$ cat src/rtl/fft_pkg.sv
// rtl/fft_pkg.sv - shared FFT sizing defaults and bit-reversal helper
package fft_pkg;

  localparam int FFT_N  = 3;
  localparam int FFT_DW = 16;
  localparam int REV_W  = 16;

  // Reverses the low n bits of v; callers truncate the result to n bits.
  function automatic logic [REV_W-1:0] rev_bit(input logic [REV_W-1:0] v, input int n);
    logic [REV_W-1:0] r;
    r = '0;
    for (int i = 0; i < REV_W; i++) begin
      if (i < n) r[i] = v[n-1-i];
    end
    return r;
  endfunction

endpackage

$ cat src/rtl/fft_reorder_ram.sv
// rtl/fft_reorder_ram.sv - two-bank frame store, sync write and async read
module fft_reorder_ram
  import fft_pkg::*;
#(
  parameter int N = FFT_N,
  parameter int W = 2 * FFT_DW
) (
  input  logic         clk,
  input  logic         wr_en,
  input  logic         wr_bank,
  input  logic [N-1:0] wr_addr,
  input  logic [W-1:0] wr_data,
  input  logic         rd_bank,
  input  logic [N-1:0] rd_addr,
  output logic [W-1:0] rd_data
);

  // Bank select forms the address MSB so both banks share one array.
  logic [W-1:0] mem [2**(N+1)];

  always_ff @(posedge clk) begin
    if (wr_en) mem[{wr_bank, wr_addr}] <= wr_data;
  end

  assign rd_data = mem[{rd_bank, rd_addr}];

endmodule

$ cat src/rtl/fft_bitrev_reorder.sv
// rtl/fft_bitrev_reorder.sv - ping-pong reorder of bit-reversed FFT frames
module fft_bitrev_reorder
  import fft_pkg::*;
#(
  parameter int N  = FFT_N,
  parameter int DW = FFT_DW
) (
  input  logic          clk,
  input  logic          rst_n,
  input  logic          in_valid,
  output logic          in_ready,
  input  logic [DW-1:0] in_re,
  input  logic [DW-1:0] in_im,
  output logic          out_valid,
  input  logic          out_ready,
  output logic [DW-1:0] out_re,
  output logic [DW-1:0] out_im,
  output logic [N-1:0]  out_idx,
  output logic          out_last
);

  localparam logic [N-1:0] LAST_IDX = '1;

  logic          wr_bank;
  logic          rd_bank;
  logic [N-1:0]  wr_cnt;
  logic [N-1:0]  rd_cnt;
  logic [1:0]    bank_full;
  logic          accept;
  logic          load;
  logic [N-1:0]  wr_addr;
  logic [2*DW-1:0] rd_data;

  assign in_ready = !bank_full[wr_bank];
  assign accept   = in_valid && in_ready;
  assign load     = bank_full[rd_bank] && (!out_valid || out_ready);
  assign wr_addr  = N'(rev_bit(REV_W'(wr_cnt), N));

  fft_reorder_ram #(
    .N (N),
    .W (2 * DW)
  ) u_ram (
    .clk     (clk),
    .wr_en   (accept),
    .wr_bank (wr_bank),
    .wr_addr (wr_addr),
    .wr_data ({in_re, in_im}),
    .rd_bank (rd_bank),
    .rd_addr (rd_cnt),
    .rd_data (rd_data)
  );

  // A bank being written is never full and a bank being read always is,
  // so the set and clear below always target different bits.
  always_ff @(posedge clk) begin
    if (!rst_n) begin
      wr_bank   <= 1'b0;
      rd_bank   <= 1'b0;
      wr_cnt    <= '0;
      rd_cnt    <= '0;
      bank_full <= 2'b00;
      out_valid <= 1'b0;
      out_re    <= '0;
      out_im    <= '0;
      out_idx   <= '0;
      out_last  <= 1'b0;
    end else begin
      if (accept) begin
        wr_cnt <= wr_cnt + N'(1);
        if (wr_cnt == LAST_IDX) begin
          bank_full[wr_bank] <= 1'b1;
          wr_bank            <= ~wr_bank;
        end
      end

      if (load) begin
        out_re    <= rd_data[2*DW-1:DW];
        out_im    <= rd_data[DW-1:0];
        out_idx   <= rd_cnt;
        out_last  <= (rd_cnt == LAST_IDX);
        out_valid <= 1'b1;
        rd_cnt    <= rd_cnt + N'(1);
        if (rd_cnt == LAST_IDX) begin
          bank_full[rd_bank] <= 1'b0;
          rd_bank            <= ~rd_bank;
        end
      end else if (out_ready) begin
        out_valid <= 1'b0;
      end
    end
  end

endmodule

$ cat config.mk
export PLATFORM = sky130hd
export DESIGN_NAME = fft_bitrev_reorder
export DESIGN_NICKNAME = d
export VERILOG_FILES = /design/src/rtl/fft_pkg.sv /design/src/rtl/fft_reorder_ram.sv /design/src/rtl/fft_bitrev_reorder.sv
export SDC_FILE = /design/constraint.sdc
export NUM_CORES = 1
export LEC_CHECK = 0
export BUFFER_PORTS_ARGS = -buffer_cell sky130_fd_sc_hd__buf_2
export CELL_PAD_IN_SITES_DETAIL_PLACEMENT = 1
export CELL_PAD_IN_SITES_GLOBAL_PLACEMENT = 1
export CORE_UTILIZATION = 30
export DETAILED_ROUTE_END_ITERATION = 10
export PLACE_DENSITY_LB_ADDON = 0.12
export SLEW_MARGIN = 20
export SYNTH_ARGS = -nofsm -noshare
export SYNTH_HDL_FRONTEND = slang
export SYNTH_SLANG_ARGS = --single-unit
$ cat constraint.sdc
create_clock -name clk -period 10.6 [get_ports clk]
set_input_delay 2.12 -clock clk [delete_from_list [all_inputs] [get_ports clk]]
set_output_delay 2.12 -clock clk [all_outputs]
set_load 0.03 [all_outputs]
==> Word level (Yosys, flattened, before mapping) <==
Memories as Yosys holds them, arrays and structs flattened. A register that Yosys moved wholly into a read port is not among the register bits.
Cells that the tools add are included.
{ "totals": {"regBits": 15, "mem_count": 1, "out_inout_bits": 38, "ramBits": 512, "input_bits": 36} }
{ "memory_table": {"columns": ["name", "depth", "width", "rd", "rd_ports_with_merged_regs", "wr", "line_no", "rtl"], "rows": [
  ["u_ram.mem", 16, 32, 1, 1, 1, "fft_reorder_ram.sv:19", "logic [W-1:0] mem [2**(N+1)];"]
]} }
{ "classes": {"muxes": 17, "bitwise_logic": 5, "magnitude_cmp": 4, "n_eq_ne": 2, "n_reduce_logical": 11, "add_sub_neg": 2} }
{ "op_table": {"columns": ["op", "n"], "rows": [
  ["two-way mux 1 bit", 10],
  ["two-way mux 2 bit", 5],
  ["adder 3 x 1 -> 3 bit, second input constant", 2],
  ["== test 3 bit, second input constant", 2],
  ["logical AND 1 bit", 4],
  ["less-than comparator 1 x 2 -> 1 bit, second input constant", 2],
  ["AND reduction 2 bit", 2],
  ["logical NOT 1 bit", 3],
  ["bitwise AND 2 bit", 1],
  ["demux 1 bit (select 1 bit)", 2],
  ["greater-or-equal comparator 1 bit, second input constant", 2],
  ["inverter 1 bit", 2],
  ["inverter 2 bit", 1],
  ["bitwise OR 2 bit", 1],
  ["nonzero test 2 bit", 1],
  ["logical OR 1 bit", 1]
]} }

==> Logic depth before layout (Yosys ltp) <==
Gate-level depths: netlist of the first run.
{ "depth": {"word_depth": 11, "ltp_mapped": 6, "depth_no_buf": 5} }

==> Cells and area by module <==
A second synthesis of the first run with hierarchy kept.
{ "hier_totals": {"hier_cells": 1022, "area_unflattened_um2": 21105.2} }
{ "modules_own_cells": {"columns": ["mod", "cells_each", "n_inst", "area_each_um2"], "rows": [
  ["fft_reorder_ram", 806, 1, 19213.4],
  ["fft_bitrev_reorder", 216, 1, 1891.8]
]} }

==> Worst setup path after synthesis of the first run <==
OpenSTA, ideal clock, no wires.
{ "synth_timing": {"path_type": "input port to flip-flop", "start": "input in_valid", "end": "memory u_ram.mem[0][0] (netlist name) (enable)", "t_required_ns": 10.087, "arrival_ns": 5.887, "setup_time_ns": 0.513, "setup_slack_ns": 4.200, "cell_stages": 3, "path_cell_list": "clkbuf_1 -> nand2_1 -> nor4b_1"} }
{ "synth_via": {"elab_chain_len": 3} }
{ "synth_lines": {"columns": ["element", "line_no", "rtl"], "rows": [
  ["start: declaration", "fft_bitrev_reorder.sv:10", "input logic in_valid,"],
  ["logical AND 1 bit", "fft_bitrev_reorder.sv:35", "assign accept = in_valid && in_ready;"],
  ["two-way mux 1 bit", "fft_reorder_ram.sv:22", "if (wr_en) mem[{wr_bank, wr_addr}] <= wr_data;"],
  ["two-way mux 1 bit (not written as such)", "fft_reorder_ram.sv:22", null],
  ["end: declaration", "fft_reorder_ram.sv:19", null]
]} }
No other way between the ends.

==> Worst setup path after layout of the first run <==
{ "layout_timing": {"start": "input rst_n", "end": "register out_im[7], read port of u_ram.mem"} }
{ "layout_via": {"elab_chain_len": 1} }
{ "layout_lines": {"columns": ["element", "line_no", "rtl"], "rows": [
  ["start: declaration", "fft_bitrev_reorder.sv:9", "input logic rst_n,"],
  ["logical NOT 1 bit (no source line)", null, null],
  ["end: declaration", "fft_bitrev_reorder.sv:17", "output logic [DW-1:0] out_im,"]
]} }
No other way between the ends.
A chain may end at the register's enable or synchronous reset.

==> results of run 1 <==
==> power groups by stage <==
stage / sequential (W) / combinational [W] / clock, W
floorplan: 0.00248 / 0.0000326 / 0
global placement: 0.00248 / 0.0000841 / 0
detailed placement: 0.00248 / 0.0000859 / 0
CTS: 0.00243 / 0.0000857 / 0.00223
global route: 0.00243 / 0.0000914 / 0.00230
finish: 0.00243 / 0.0000831 / 0.00216
==> Yosys cell counts, types with 2 or more instances <==
library cell / n / area, um^2
edfxtp_1: 512 / 15400
mux4_2: 128 / 2880
mux2i_1: 64 / 641
dfxtp_1: 47 / 941
clkbuf_1: 35 / 131
o211ai_1: 32 / 240
o221ai_1: 32 / 280
a21oi_1: 12 / 60.1
buf_2: 12 / 60.1
buf_4: 11 / 82.6
nor2_1: 10 / 37.5
o21ai_1: 10 / 50.1
nand3_1: 8 / 40.0
ha_1: 4 / 50.1
inv_1: 4 / 15.0
nor3_1: 4 / 20.0
buf_6: 3 / 33.8
nand2_1: 3 / 11.3
nor4_1: 3 / 18.8
a31oi_1: 2 / 12.5
mux2_2: 2 / 22.5
nand2b_1: 2 / 12.5
nand4_1: 2 / 12.5
nand4b_1: 2 / 17.5
nor4b_1: 2 / 17.5
or3_1: 2 / 12.5
or4_1: 2 / 15.0
==> routing by layer <==
metal,routed length (um),up-vias,track usage (%)
li1,-,4313,-
met1,25500,5496,21.8
met2,25000,188,24.1
met3,1960,75,2.83
met4,973,0,3.81
met5,0,-,0
==> flip-flops by register name, summed over array words and instances, names as in the netlist <==
name       flops
u_ram.mem    512
out_im        16
out_re        16
out_idx        3
rd_cnt         3
wr_cnt         3
bank_full      2
out_last       1
out_valid      1
rd_bank        1
wr_bank        1
==> worst register-to-register path: stages, from the launching register on <==
cell and delay [ns]:
dfxtp_4 0.78, buf_4 0.81, buf_4 0.76, mux4_2 0.42, mux2i_1 0.29, o221ai_1 0.17
==> path summary, 6_finish.rpt <==
check / cells past startpoint / start / endpoint
min: 2 / out_idx[0] / out_idx[0]
max reg2reg: 5 / rd_cnt[1] / out_im[4]
min reg2reg: 2 / out_idx[0] / out_idx[0]
max: 5 / rst_n / out_im[7]
==> cell type report <==
class                      count  area (um^2)
timing repair buffer         102          583
clock inverter                28          244
fill                        6736        44400
tap                          931         1160
multi-input combinational    332         4630
inverter                       5         18.8
sequential                   559        16300
antenna                        1         2.50
clock buffer                  93         1820
==> cells by family (layout without fill, tap and decap cells) <==
group	after synthesis	count (layout)	share of synthesized area [%]
AOI/OAI and AO/OA	92	92	3.19
DFF	559	559	77.1
buffers and inverters	67	228	1.56
and+or+nand+nor	41	41	1.05
adders and majority gates	4	4	0.237
muxes	195	195	16.8
other	0	1	0
==> through the flow <==
step | instances | total power (W)
after global placement | 1929 | 0.00256
after CTS | 2050 | 0.00475
after global routing | 2050 | 0.00483
final | 2051 | 0.00468
after detailed placement | 1929 | 0.00256
after floorplan | 958 | 0.00251
==> flow_metrics.env, run 1 <==
export IMPL_status="finished clean"
export IMPL_end_kind="flop"
export IMPL_synthCells=958
export IMPL_cts_root_buf="clkbuf_16"
export IMPL_cp_arrival_ns=4.84
export IMPL_globalRoute_totalOverflow=0
export IMPL_avgSynthCellArea_um2=22.1
export IMPL_drc_errors=0
export IMPL_fin_crit_sh_pct=41.0
export IMPL_rsz0062_at_grt="no"
export IMPL_drv_cap=0
export IMPL_synth_warnings=0
export IMPL_setup_ws_ns=6.25
export IMPL_grt_util_all_layers_pct=15.3
export IMPL_pwr_share_comb_pct=1.8
export IMPL_drive_above_1_share_pct=30.9
export IMPL_p_int_w=0.00373
export IMPL_clkPwrFrac_pct=46.3
export IMPL_grt_pass1_wl_um=77600
export IMPL_fmaxAchievable_mhz=230
export IMPL_cts_tree="built"
export IMPL_clk_path_buf_depth=3
export IMPL_post_cts_repair_setup_buffers=0
export IMPL_hold_slack_ns=0.482
export IMPL_final_cell_mix="edfxtp_1, mux4_2, buf_2"
export IMPL_ys_seq_elements=559
export IMPL_antenna_found_initial=3
export IMPL_clock_latency_ns=0.60
export IMPL_report_final_setup_viol=0
export IMPL_critical_path_top_delay_family="simple AND/OR/NAND/NOR gates"
export IMPL_cts_buffers_inserted=66
export IMPL_wirelength_um=53400
export IMPL_worst_path_max_fanout=36
export IMPL_slew_violations=0
export IMPL_slew_headroom_pct=26.9
export IMPL_die_w_um=268
export IMPL_clk_pin_slew_ns=0.06
export IMPL_p_switching_w=0.000950
export IMPL_required_ns=11.09
export IMPL_rrSetupSlack_ns=7.22
export IMPL_final_area_mm2=0.0248
export IMPL_ant_nets=0
export IMPL_nNetsFinal=1106
export IMPL_synth_ff_type="edfxtp_1"
export IMPL_dp_worst_setup_slack_ns=5.60
export IMPL_gp_congestion=0.667
export IMPL_powerDensity_mw_per_mm2=189
export IMPL_fin_skew_ns=0.0173
export IMPL_post_cts_resized=0
export IMPL_pwr_share_seq_pct=52.0
export IMPL_syn2layout_area_growth_pct=17.2
export IMPL_drt_iter0_markers=696
export IMPL_firstDrtPassIters=4
export IMPL_core_rowCount=96
export IMPL_crit_type="in -> reg"
export IMPL_synth_edf_count=512
export IMPL_p_leak_nw=7.53
export IMPL_slowest_delay_ns=1.27
export IMPL_post_synth_instance_area_mm2=0.0212
export IMPL_vdd_drop_max_mv=0.0889
export IMPL_cts_sinks=559
export IMPL_critPathLaunchType="primary input"
export IMPL_die_height_um=268
export IMPL_p_sw_share_pct=20.3
export IMPL_vias=10072
export IMPL_start_util_pct=30.6
export IMPL_crit_buf_inv=3
export IMPL_yosysUniqueCellTypes=35
export IMPL_critPathSlowestCell="or4_2"
export IMPL_hold_violations=0
export IMPL_routedWlPerCell_um=26.0
export IMPL_grt_pass1_vias=10868
export IMPL_routed_via_density=4.91
export IMPL_io_pins=74
export IMPL_worstMarginPinSlew_ns=1.10
export IMPL_seq_area_frac_synth_pct=77.1
export IMPL_synth_fp_nets=998
export IMPL_final_common_cell="edfxtp_1"
export IMPL_dp_hpwl_um=27400
export IMPL_ctsHoldBuffers=0
export IMPL_ys_async_sr_fraction_pct=0
export IMPL_dieArea_mm2=0.0716
export IMPL_grt_max_degree=55
export IMPL_fin_tns_setup_ns=0
export IMPL_htree_num_levels=3
export IMPL_period_minus_slack_ns=4.35
export IMPL_core_area_mm2=0.0692
export IMPL_place_area_mm2=0.0227
export IMPL_fin_util_pct=35.8
export IMPL_worst_hold_path_type="reg -> reg"
export IMPL_port_buffers=73
export IMPL_crit_chain="buf_2, buf_4, inv_1, or4_2, o221ai_1"
Note: power is estimated with default switching activity, not from simulation.
==> run 2: changes to the inputs <==
--- a/config.mk
+++ b/config.mk
@@ -5,6 +5,7 @@
 export SDC_FILE = /design/constraint.sdc
 export NUM_CORES = 1
 export LEC_CHECK = 0
+export ABC_AREA = 1
 export BUFFER_PORTS_ARGS = -buffer_cell sky130_fd_sc_hd__buf_2
 export CELL_PAD_IN_SITES_DETAIL_PLACEMENT = 1
 export CELL_PAD_IN_SITES_GLOBAL_PLACEMENT = 1
==> constraint.sdc (replaced) <==
create_clock -name clk -period 4.5 [get_ports clk]
set_input_delay 0.9 -clock clk [delete_from_list [all_inputs] [get_ports clk]]
set_output_delay 0.9 -clock clk [all_outputs]
set_load 0.03 [all_outputs]
==> flow_metrics.env, run 2 <==
export IMPL_clock_latency_ns=0.61
export IMPL_synth_ff_type="edfxtp_1"
export IMPL_slew_headroom_pct=38.4
export IMPL_grt_pass1_vias=16435
export IMPL_synth_largest_area_cell="edfxtp_1"
export IMPL_routed_via_density=4.51
export IMPL_worstMarginPinSlew_ns=0.923
export IMPL_gp_congestion=0.754
export IMPL_fin_tns_setup_ns=0
export IMPL_seq_area_frac_synth_pct=68.7
export IMPL_cts_tree="built"
export IMPL_slowest_delay_ns=0.86
export IMPL_synthCells=2328
export IMPL_slew_violations=0
export IMPL_largest_register_ff_count=512
export IMPL_worst_path_max_fanout=87
export IMPL_top_regs="u_ram.mem (512), out_im (16), out_re (16)"
export IMPL_routedWlPerCell_um=19.9
export IMPL_crit_buf_inv=2
export IMPL_post_cts_resized=0
export IMPL_post_synth_instance_area_mm2=0.0237
export IMPL_wirelength_um=69500
export IMPL_crit_chain="inv_6, buf_4, nand2_1, nand2_1, nand2_1, nand3_1, a21oi_1, nor2_1"
export IMPL_start_util_pct=30.5
export IMPL_critical_path_top_delay_family="buffers and inverters"
export IMPL_cp_arrival_ns=3.32
export IMPL_grt_pass1_wl_um=105000
export IMPL_diodes=0
export IMPL_die_height_um=283
export IMPL_drive_above_1_share_pct=10.8
export IMPL_hold_slack_ns=0.469
export IMPL_cp_startpoint="rd_cnt[0]"
export IMPL_status="finished clean"
export IMPL_ys_seq_elements=559
export IMPL_drt_iter0_markers=922
export IMPL_synth_commonest_cells="nand2_1, edfxtp_1, inv_1, nand3_1, nor2_1"
export IMPL_required_ns=4.98
export IMPL_fin_util_pct=35.3
export IMPL_final_cell_mix="nand2_1, edfxtp_1, inv_1"
export IMPL_powerDensity_mw_per_mm2=414
export IMPL_fin_crit_sh_pct=63.2
export IMPL_final_common_cell="nand2_1"
export IMPL_core_rowCount=102
export IMPL_report_final_setup_viol=0
export IMPL_clk_path_buf_depth=3
export IMPL_synth_area_leaders="edfxtp_1, nand2_1, nand3_1"
export IMPL_ctsHoldBuffers=0
export IMPL_port_buffers=73
export IMPL_yosysTopAreaCellShare_pct=64.8
export IMPL_core_area_mm2=0.0778
export IMPL_ys_async_sr_fraction_pct=0
export IMPL_syn2layout_area_growth_pct=15.7
export IMPL_fin_skew_ns=0.0243
export IMPL_nNetsFinal=2431
export IMPL_ant_nets=0
export IMPL_globalRoute_totalOverflow=0
export IMPL_end_kind="flop"
export IMPL_drc_errors=0
export IMPL_vias=15713
export IMPL_worst_hold_path_type="reg -> reg"
export IMPL_cts_sinks=559
export IMPL_cts_root_buf="clkbuf_16"
export IMPL_firstDrtPassIters=5
export IMPL_antenna_found_initial=2
export IMPL_dp_hpwl_um=41700
export IMPL_p_leak_nw=11.4
export IMPL_cts_buffers_inserted=67
export IMPL_r2r_start="rd_cnt[0]"
export IMPL_total_power_w=0.0114
export IMPL_fmaxAchievable_mhz=352
export IMPL_synth_edf_count=512
export IMPL_crit_type="reg -> reg"
export IMPL_io_pins=74
export IMPL_grt_util_all_layers_pct=17.4
export IMPL_die_w_um=283
export IMPL_avgSynthCellArea_um2=10.2
export IMPL_synth_fp_nets=2368
export IMPL_synth_warnings=0
export IMPL_dieArea_mm2=0.0803
export IMPL_period_minus_slack_ns=2.84
export IMPL_crit_top_cell="nand2_1"
export IMPL_yosysUniqueCellTypes=22
export IMPL_clk_pin_slew_ns=0.06
export IMPL_critPathLaunchType="flop"
export IMPL_vdd_drop_max_mv=0.247
export IMPL_post_cts_repair_setup_buffers=0
export IMPL_drv_cap=0
export IMPL_synth_most_common_cell="nand2_1"
export IMPL_htree_num_levels=3
export IMPL_critPathSlowestCell="dfxtp_4"
export IMPL_max_flop_register="u_ram.mem"
export IMPL_hold_violations=0
export IMPL_hp_start="out_idx[2]"
export IMPL_rsz0062_at_grt="no"
export IMPL_grt_max_degree=157
## run 2: cell types whose count changed in the layout (fill, tap and decap cells not counted), sizes merged, moves of 5 or more
| cell | previous run | this run |
|---|---|---|
| a21oi | 12 | 45 |
| buf | 102 | 107 |
| inv | 9 | 431 |
| mux2i | 65 | 0 |
| mux4 | 128 | 0 |
| nand2 | 3 | 659 |
| nand3 | 8 | 357 |
| nor2 | 10 | 118 |
| o211ai | 32 | 0 |
| o221ai | 32 | 0 |
| or2 | 0 | 32 |
## run 2: metrics by stage
step | cells | setup slack (ns) | instance area (um^2)
after floorplan | 2328 | 1.42 | 23700
after global placement | 3361 | 1.36 | 25300
after detailed placement | 3362 | 1.30 | 25300
after CTS | 3485 | 1.67 | 27500
after global routing | 3485 | 1.50 | 27500
final | 3485 | 1.66 | 27500
## run 2: path summary, 6_finish.rpt
path / slack [ns] / cells after the start / to
worst max-delay path: 1.66 / 8 / out_im[7]
worst min register to register: 0.47 / 2 / out_idx[2]
worst max register to register: 1.66 / 8 / out_im[7]
worst min-delay path: 0.47 / 2 / out_idx[2]
## run 2: cell type report
cell class              count  area [um^2]
multi-input cells        1226         5370
flip-flops and latches    559        16300
clock inverters            28          225
clock buffers              95         1910
repair buffers            107          703
fillers                  8722        50400
inverters                 430         1620
well taps                1040         1300
## run 2: worst min-delay path, stage by stage (launching register included)
cell	delay (ns)
dfxtp_1	0.31
nand2_1	0.06
a21oi_1	0.05
## run 2: kinds of logic (layout without fill, tap and decap cells)
family          after synthesis  after routing  synth area share, %
compound gates               56             56                 1.19
fa+ha+maj                     4              4                0.211
buf+inv                     543            660                 9.19
flops                       559            559                 68.7
simple gates               1166           1166                 20.7
## run 2: report_power, final
group	internal [W]	switching (W)	total (W)	leakage, nW
clock	0.00309	0.00217	0.00526	1.04
sequential	0.00574	0.0000203	0.00576	5.01
combinational	0.0000785	0.000269	0.000347	5.34
total	0.00891	0.00246	0.0114	11.4
## run 2: routing by layer
metal	wire (um)	vias to the layer above	track usage, %
li1	-	7589	-
met1	32500	7849	23.5
met2	33400	201	29.1
met3	2380	74	2.67
met4	1180	0	4.58
met5	0	-	0
